File: src/rtl/regfile_pkg.sv
// rtl/regfile_pkg.sv - shared register-file constants, queue entry type and reg_q slice helper
package regfile_pkg;

    localparam int WIDTH  = 32;
    localparam int ADDR_W = 5;
    localparam int NREGS  = 1 << ADDR_W;

    typedef struct packed {
        logic [ADDR_W-1:0] addr;
        logic [WIDTH-1:0]  data;
    } wq_entry_t;

    // Register i lives on flat[WIDTH*i +: WIDTH]; the read-side selector uses the same mapping.
    function automatic logic [WIDTH-1:0] reg_slice(input logic [NREGS*WIDTH-1:0] flat,
                                                   input int unsigned idx);
        return flat[WIDTH*idx +: WIDTH];
    endfunction

endpackage

File: src/rtl/regfile_write_port_if.sv
// rtl/regfile_write_port_if.sv - writeback-to-regfile write request handshake
interface regfile_write_port_if;

    logic                              wr_valid;
    logic                              wr_ready;
    logic [regfile_pkg::ADDR_W-1:0]    wr_addr;
    logic [regfile_pkg::WIDTH-1:0]     wr_data;

    modport master (output wr_valid, output wr_addr, output wr_data, input wr_ready);
    modport slave  (input wr_valid, input wr_addr, input wr_data, output wr_ready);

endinterface

File: src/rtl/regfile_wq_fifo.sv
// rtl/regfile_wq_fifo.sv - in-order write queue with per-entry valid bits for the pending probe
module regfile_wq_fifo
    import regfile_pkg::*;
#(
    parameter int  DEPTH = 2,
    localparam int PTR_W = $clog2(DEPTH),
    localparam int CNT_W = PTR_W + 1
) (
    input  logic                          clock,
    input  logic                          ctrl_reset,
    input  logic                          push_i,
    input  logic                          pop_i,
    input  wq_entry_t                     push_entry_i,
    output wq_entry_t                     head_entry_o,
    output logic [DEPTH-1:0][ADDR_W-1:0]  entry_addr_o,
    output logic [DEPTH-1:0]              valid_o,
    output logic [CNT_W-1:0]              count_o
);

    logic [PTR_W-1:0]        head_q, head_d, tail_q, tail_d;
    logic [CNT_W-1:0]        count_q, count_d;
    wq_entry_t [DEPTH-1:0]   mem_q, mem_d;
    logic [DEPTH-1:0]        valid_q, valid_d;
    logic                    push_ok, pop_ok;

    assign push_ok = push_i && (count_q != CNT_W'(DEPTH));
    assign pop_ok  = pop_i && (count_q != '0);

    always_comb begin
        head_d  = head_q;
        tail_d  = tail_q;
        mem_d   = mem_q;
        valid_d = valid_q;
        if (push_ok) begin
            mem_d[tail_q]   = push_entry_i;
            valid_d[tail_q] = 1'b1;
            tail_d          = tail_q + PTR_W'(1);
        end
        if (pop_ok) begin
            valid_d[head_q] = 1'b0;
            head_d          = head_q + PTR_W'(1);
        end
        count_d = count_q + CNT_W'(push_ok) - CNT_W'(pop_ok);
    end

    always_ff @(posedge clock) begin
        if (ctrl_reset) begin
            head_q  <= '0;
            tail_q  <= '0;
            count_q <= '0;
            mem_q   <= '0;
            valid_q <= '0;
        end else begin
            head_q  <= head_d;
            tail_q  <= tail_d;
            count_q <= count_d;
            mem_q   <= mem_d;
            valid_q <= valid_d;
        end
    end

    always_comb begin
        for (int k = 0; k < DEPTH; k++) begin
            entry_addr_o[k] = mem_q[k].addr;
        end
    end

    assign head_entry_o = mem_q[head_q];
    assign valid_o      = valid_q;
    assign count_o      = count_q;

endmodule

File: src/rtl/regfile_write_port.sv
// rtl/regfile_write_port.sv - queued write side of the 32x32 register file with pending-write probe
module regfile_write_port
    import regfile_pkg::*;
#(
    parameter int  DEPTH = 2,
    localparam int CNT_W = $clog2(DEPTH) + 1
) (
    input  logic                      clock,
    input  logic                      ctrl_reset,
    regfile_write_port_if.slave       wr,
    input  logic                      commit_hold,
    input  logic [ADDR_W-1:0]         probe_addr,
    output logic                      probe_pending,
    output logic [CNT_W-1:0]          pending_count,
    output logic [NREGS*WIDTH-1:0]    reg_q
);

    logic                         accept, push, pop;
    wq_entry_t                    in_entry, head_entry;
    logic [DEPTH-1:0][ADDR_W-1:0] entry_addr;
    logic [DEPTH-1:0]             entry_valid;
    logic [CNT_W-1:0]             count;
    logic [NREGS-1:1]             we;

    assign wr.wr_ready = (count < CNT_W'(DEPTH)) && !ctrl_reset;
    assign accept      = wr.wr_valid && wr.wr_ready;
    // Writes to r0 complete the handshake but never occupy a queue slot.
    assign push        = accept && (wr.wr_addr != '0);
    assign pop         = (count != '0) && !commit_hold;

    assign in_entry.addr = wr.wr_addr;
    assign in_entry.data = wr.wr_data;

    regfile_wq_fifo #(.DEPTH(DEPTH)) u_wq (
        .clock        (clock),
        .ctrl_reset   (ctrl_reset),
        .push_i       (push),
        .pop_i        (pop),
        .push_entry_i (in_entry),
        .head_entry_o (head_entry),
        .entry_addr_o (entry_addr),
        .valid_o      (entry_valid),
        .count_o      (count)
    );

    always_comb begin
        for (int i = 1; i < NREGS; i++) begin
            we[i] = pop && (head_entry.addr == ADDR_W'(i));
        end
    end

    assign reg_q[WIDTH-1:0] = '0;

    for (genvar i = 1; i < NREGS; i++) begin : g_reg
        logic [WIDTH-1:0] r_q;
        always_ff @(posedge clock) begin
            if (ctrl_reset) begin
                r_q <= '0;
            end else if (we[i]) begin
                r_q <= head_entry.data;
            end
        end
        assign reg_q[WIDTH*i +: WIDTH] = r_q;
    end

    // An entry being committed this cycle is still valid until the edge, so it stays pending.
    always_comb begin
        probe_pending = 1'b0;
        for (int k = 0; k < DEPTH; k++) begin
            if (entry_valid[k] && (entry_addr[k] == probe_addr)) begin
                probe_pending = 1'b1;
            end
        end
        if ((probe_addr == '0) || ctrl_reset) begin
            probe_pending = 1'b0;
        end
    end

    assign pending_count = count;

endmodule
File: src/flat_wrapper.sv
// flat-port wrapper written by rule: the top's interface ports become plain ports
module regfile_write_port_flat import regfile_pkg::*;
#(
    parameter int  DEPTH = 2,
    localparam int CNT_W = $clog2(DEPTH) + 1
)
  (clock, ctrl_reset, commit_hold, probe_addr, probe_pending, pending_count, reg_q, wr_wr_valid, wr_wr_addr, wr_wr_data, wr_wr_ready);
  regfile_write_port_if wr_i ();
  input  logic clock;
  input  logic ctrl_reset;
  input  logic commit_hold;
  input  logic [ADDR_W-1:0] probe_addr;
  output logic probe_pending;
  output logic [CNT_W-1:0] pending_count;
  output logic [NREGS*WIDTH-1:0] reg_q;
  input wire logic [$bits(wr_i.wr_valid)-1:0] wr_wr_valid;
  input wire logic [$bits(wr_i.wr_addr)-1:0] wr_wr_addr;
  input wire logic [$bits(wr_i.wr_data)-1:0] wr_wr_data;
  output wire logic [$bits(wr_i.wr_ready)-1:0] wr_wr_ready;
  assign wr_i.wr_valid = wr_wr_valid;
  assign wr_i.wr_addr = wr_wr_addr;
  assign wr_i.wr_data = wr_wr_data;
  assign wr_wr_ready = wr_i.wr_ready;
  regfile_write_port #(.DEPTH(DEPTH)) u_core (.clock(clock), .ctrl_reset(ctrl_reset), .wr(wr_i), .commit_hold(commit_hold), .probe_addr(probe_addr), .probe_pending(probe_pending), .pending_count(pending_count), .reg_q(reg_q));
endmodule
File: config.mk
export PLATFORM = sky130hd
export DESIGN_NAME = regfile_write_port_flat
export DESIGN_NICKNAME = d
export VERILOG_FILES = /design/src/rtl/regfile_pkg.sv /design/src/rtl/regfile_write_port_if.sv /design/src/rtl/regfile_wq_fifo.sv /design/src/rtl/regfile_write_port.sv /design/src/flat_wrapper.sv
export SDC_FILE = /design/constraint.sdc
export NUM_CORES = 2
export LEC_CHECK = 0
export ABC_AREA = 1
export CORE_AREA = 2 2 418 420
export CTS_CLUSTER_SIZE = 8
export DETAILED_ROUTE_END_ITERATION = 10
export DIE_AREA = 0 0 420 422
export GPL_TIMING_DRIVEN = 0
export PLACE_DENSITY = 0.45
export SYNTH_ARGS = -nofsm -noshare
export SYNTH_HDL_FRONTEND = slang
export SYNTH_HIERARCHICAL = 1
export SYNTH_SLANG_ARGS = --single-unit
File: constraint.sdc
create_clock -name clock -period 3.8 [get_ports clock]
set_input_delay 0.76 -clock clock [delete_from_list [all_inputs] [get_ports clock]]
set_output_delay 0.76 -clock clock [all_outputs]
set_load 0.01 [all_outputs]
==> impl_metrics.json <==
{
  "max-vdd-ir-drop_mv": 0.481,
  "yosysMostFrequentCell": "nor2_1",
  "initial_core_util_pct": 22.6,
  "critPathRequiredTime_ps": 3040,
  "crit_arrival_ps": 2910,
  "power.density_mw_per_mm2": 462,
  "synth_ff_type": "dfxtp_1",
  "vias": 39200,
  "yosysWarnings": 6,
  "ctsRootBufferMaster": "clkbuf_16",
  "fillCellCount": 18500,
  "hold_violations": 0,
  "ys_types": 27,
  "track_usage_pct": 25.1,
  "drt-wirelength-per-cell_um": 26.4,
  "overflow": 0,
  "register_area_mm2": 0.0215,
  "drtAntennaViolNets": 0,
  "synth-async-reset-ratio_pct": 0,
  "postCtsSetupBuffers": 0,
  "syn2layout_area_growth_pct": 45.3,
  "synth_area_leaders": "dfxtp_1, nor2_1, o21ai_0",
  "die_h_um": 422,
  "synth-edff-count": 0,
  "die_x_um": 420,
  "hp-start": "u_core/u_wq/mem_q[49]",
  "r2r_slack_ps": 220,
  "cts_tree": "yes",
  "grt_max_degree": 17,
  "p_sw_mw": 7.02,
  "combPwrFrac_pct": 8.6,
  "synth_area_mm2": 0.0391,
  "grt_pass1_wl_um": 307000,
  "synth_common_cells": "nor2_1, dfxtp_1, o21ai_0, clkbuf_1, nand2_1",
  "yosys_register_bits": 1072,
  "r2r_end": "u_core/g_reg[29].r_q[10]",
  "crit_type": "primary input to output port",
  "yosysTopAreaCellShare_pct": 54.9,
  "yosysSeqAreaShare_pct": 54.9,
  "holdPathStages": 2,
  "dp_hpwl_um": 173000,
  "p_int_mw": 19.2,
  "holdWs_ps": 459,
  "slew_headroom_pct": 5.52,
  "share_seq_of_total_power_pct": 43.5,
  "period_share_pct": 96.6,
  "worstMarginPinSlew_ps": 1400,
  "syn_avg_cell_area_um2": 7.69,
  "r2r_cells": 9,
  "clk_pin_slew_worst_paths_ps": 50,
  "drtIter0Drc": 3485,
  "status": "finished clean",
  "sw_frac_of_total_pct": 26.7,
  "multi_input_area_mm2": 0.0147,
  "critPathMaxFanout": 12,
  "min_to": "u_core/u_wq/mem_q[49]",
  "hold_class": "flop to flop",
  "skew_ps": 30.5,
  "final_nets": 6373,
  "htreeDepth": 4,
  "rsz0062_at_grt": "no",
  "p_leak_nw": 20.7,
  "place_congestion": 0.870,
  "synth_top_area_cell": "dfxtp_1",
  "fin_crit_ps": 3670,
  "dieArea_mm2": 0.177,
  "first_pass_iters": 6,
  "insertion_delay_ps": 810,
  "final_cell_area_mm2": 0.0569,
  "cp-start-kind": "primary input",
  "cts_sinks": 1072,
  "vias_per_cell": 4.51,
  "synthCells": 5086,
  "fmax_mhz": 272,
  "cts_hold_buf": 0,
  "row_count": 153,
  "numCtsBuffers": 154,
  "postLayoutCoreUtil_pct": 32.9,
  "setup_viol": 0,
  "drive_gt1_share_pct": 7.18,
  "grt_antenna_before_repair": 29,
  "crit-reg2reg-launch": "u_core/u_wq/head_q",
  "drcViolationCount": 0,
  "critical_path.endpoint_type": "output port",
  "placed_area_mm2": 0.0527,
  "totalWireLength_um": 229000,
  "port_buffers": 1041,
  "grt_pass1_vias": 36400,
  "clockPowerShare_pct": 47.8,
  "max_cap_violations": 0,
  "slew_viol_final": 0,
  "core_mm2": 0.173,
  "pin_count": 1074,
  "cts_max_path_buffers": 3
}
==> power groups by stage <==
stage               combinational (mW)  sequential, mW  clock [mW]
floorplan                        0.959            11.7           0
global placement                  2.25            11.6           0
detailed placement                2.28            11.7           0
CTS                               2.28            11.4        12.9
global route                      2.40            11.4        13.3
finish                            2.26            11.4        12.6
==> worst max-delay path: stages <==
cell             delay, ps
clkdlybuf4s50_1        750
clkinvlp_4             580
o21ai_0                210
a21oi_1                100
clkdlybuf4s50_1        500
==> metal layers <==
layer  GRT usage [%]  part of all wire, %  vias up
met5               0                    0        -
met4            12.9                  5.4        0
met3            5.95                  7.1      344
met2            42.5                   48     1457
met1            29.3                   39    18800
li1                -                    -    18500
==> logic make-up after synthesis <==
logic type      synth area share (%)
compound gates                  13.8
xor+xnor                      0.0224
fa+ha+maj                     0.0320
buf+inv                         7.84
flops                           54.9
other cells                  0.00959
simple gates                    23.5
==> registers in the layout, summed over array words and instances, names as in the netlist <==
register,flops
u_core/u_wq/mem_q,64
u_core/u_wq/tail_q,1
u_core/u_wq/valid_o,2
u_core/u_wq/entry_addr_o,10
u_core/u_wq/head_q,1
u_core/u_wq/count_o,2
u_core/g.r_q,992
==> layout by cell type (no fill, tap or decap), drive strengths merged <==
cell type | Yosys | routed
nand2 | 223 | 223
clkbuf | 289 | 453
nor2 | 2094 | 2094
nand3b | 1 | 1
a21oi | 42 | 42
clkinvlp | 0 | 1
dfxtp | 1072 | 1072
clkinv | 5 | 12
o21ai | 1031 | 1031
clkdlybuf4s50 | 0 | 1041
nand3 | 5 | 5
o21bai | 1 | 1
ha | 1 | 1
nand4 | 38 | 38
buf | 187 | 200
nor3 | 2 | 2
diode | 0 | 10
conb | 1 | 32
inv | 93 | 97
xnor2 | 1 | 1
==> worst max path at each step <==
stage | from | endpoint | slack (ps) | depth (start not counted)
6_report | ctrl_reset | probe_pending | 130 | 5
4_1_cts | ctrl_reset | probe_pending | 40 | 5
5_1_grt | u_core/u_wq/head_q | u_core/g_reg[29].r_q[19] | 30 | 9
2_1_floorplan | ctrl_reset | u_core/u_wq/count_o[1] | 1570 | 13
3_3_place_gp | ctrl_reset | probe_pending | -600 | 6
3_5_place_dp | ctrl_reset | probe_pending | -600 | 6
==> cell type report <==
class | count | area share [%]
Clock inverter | 12 | 0.205
Tap cell | 2325 | 5.12
Antenna cell | 10 | 0.0440
Inverter | 98 | 0.665
Sequential cell | 1072 | 37.7
Clock buffer | 165 | 7.04
Multi-Input combinational cell | 3471 | 25.9
Buffer | 475 | 4.74
Timing Repair Buffer | 1054 | 18.6
==> through the flow <==
step	setup slack, ps	power [mW]	std cells	setup TNS [ps]
final	128	26.2	8682	0
after global routing	31.2	27.1	8677	0
after CTS	38.5	26.6	8672	0
after detailed placement	-602	13.9	8496	-824
after global placement	-602	13.9	8483	-8840
after floorplan	1570	12.6	5117	0
==> timing repair <==
action,CTS,global route
gates cloned,0,0
gates resized for setup,1,2
setup endpoints to repair,1,45
(Power assumes the default switching activity.)
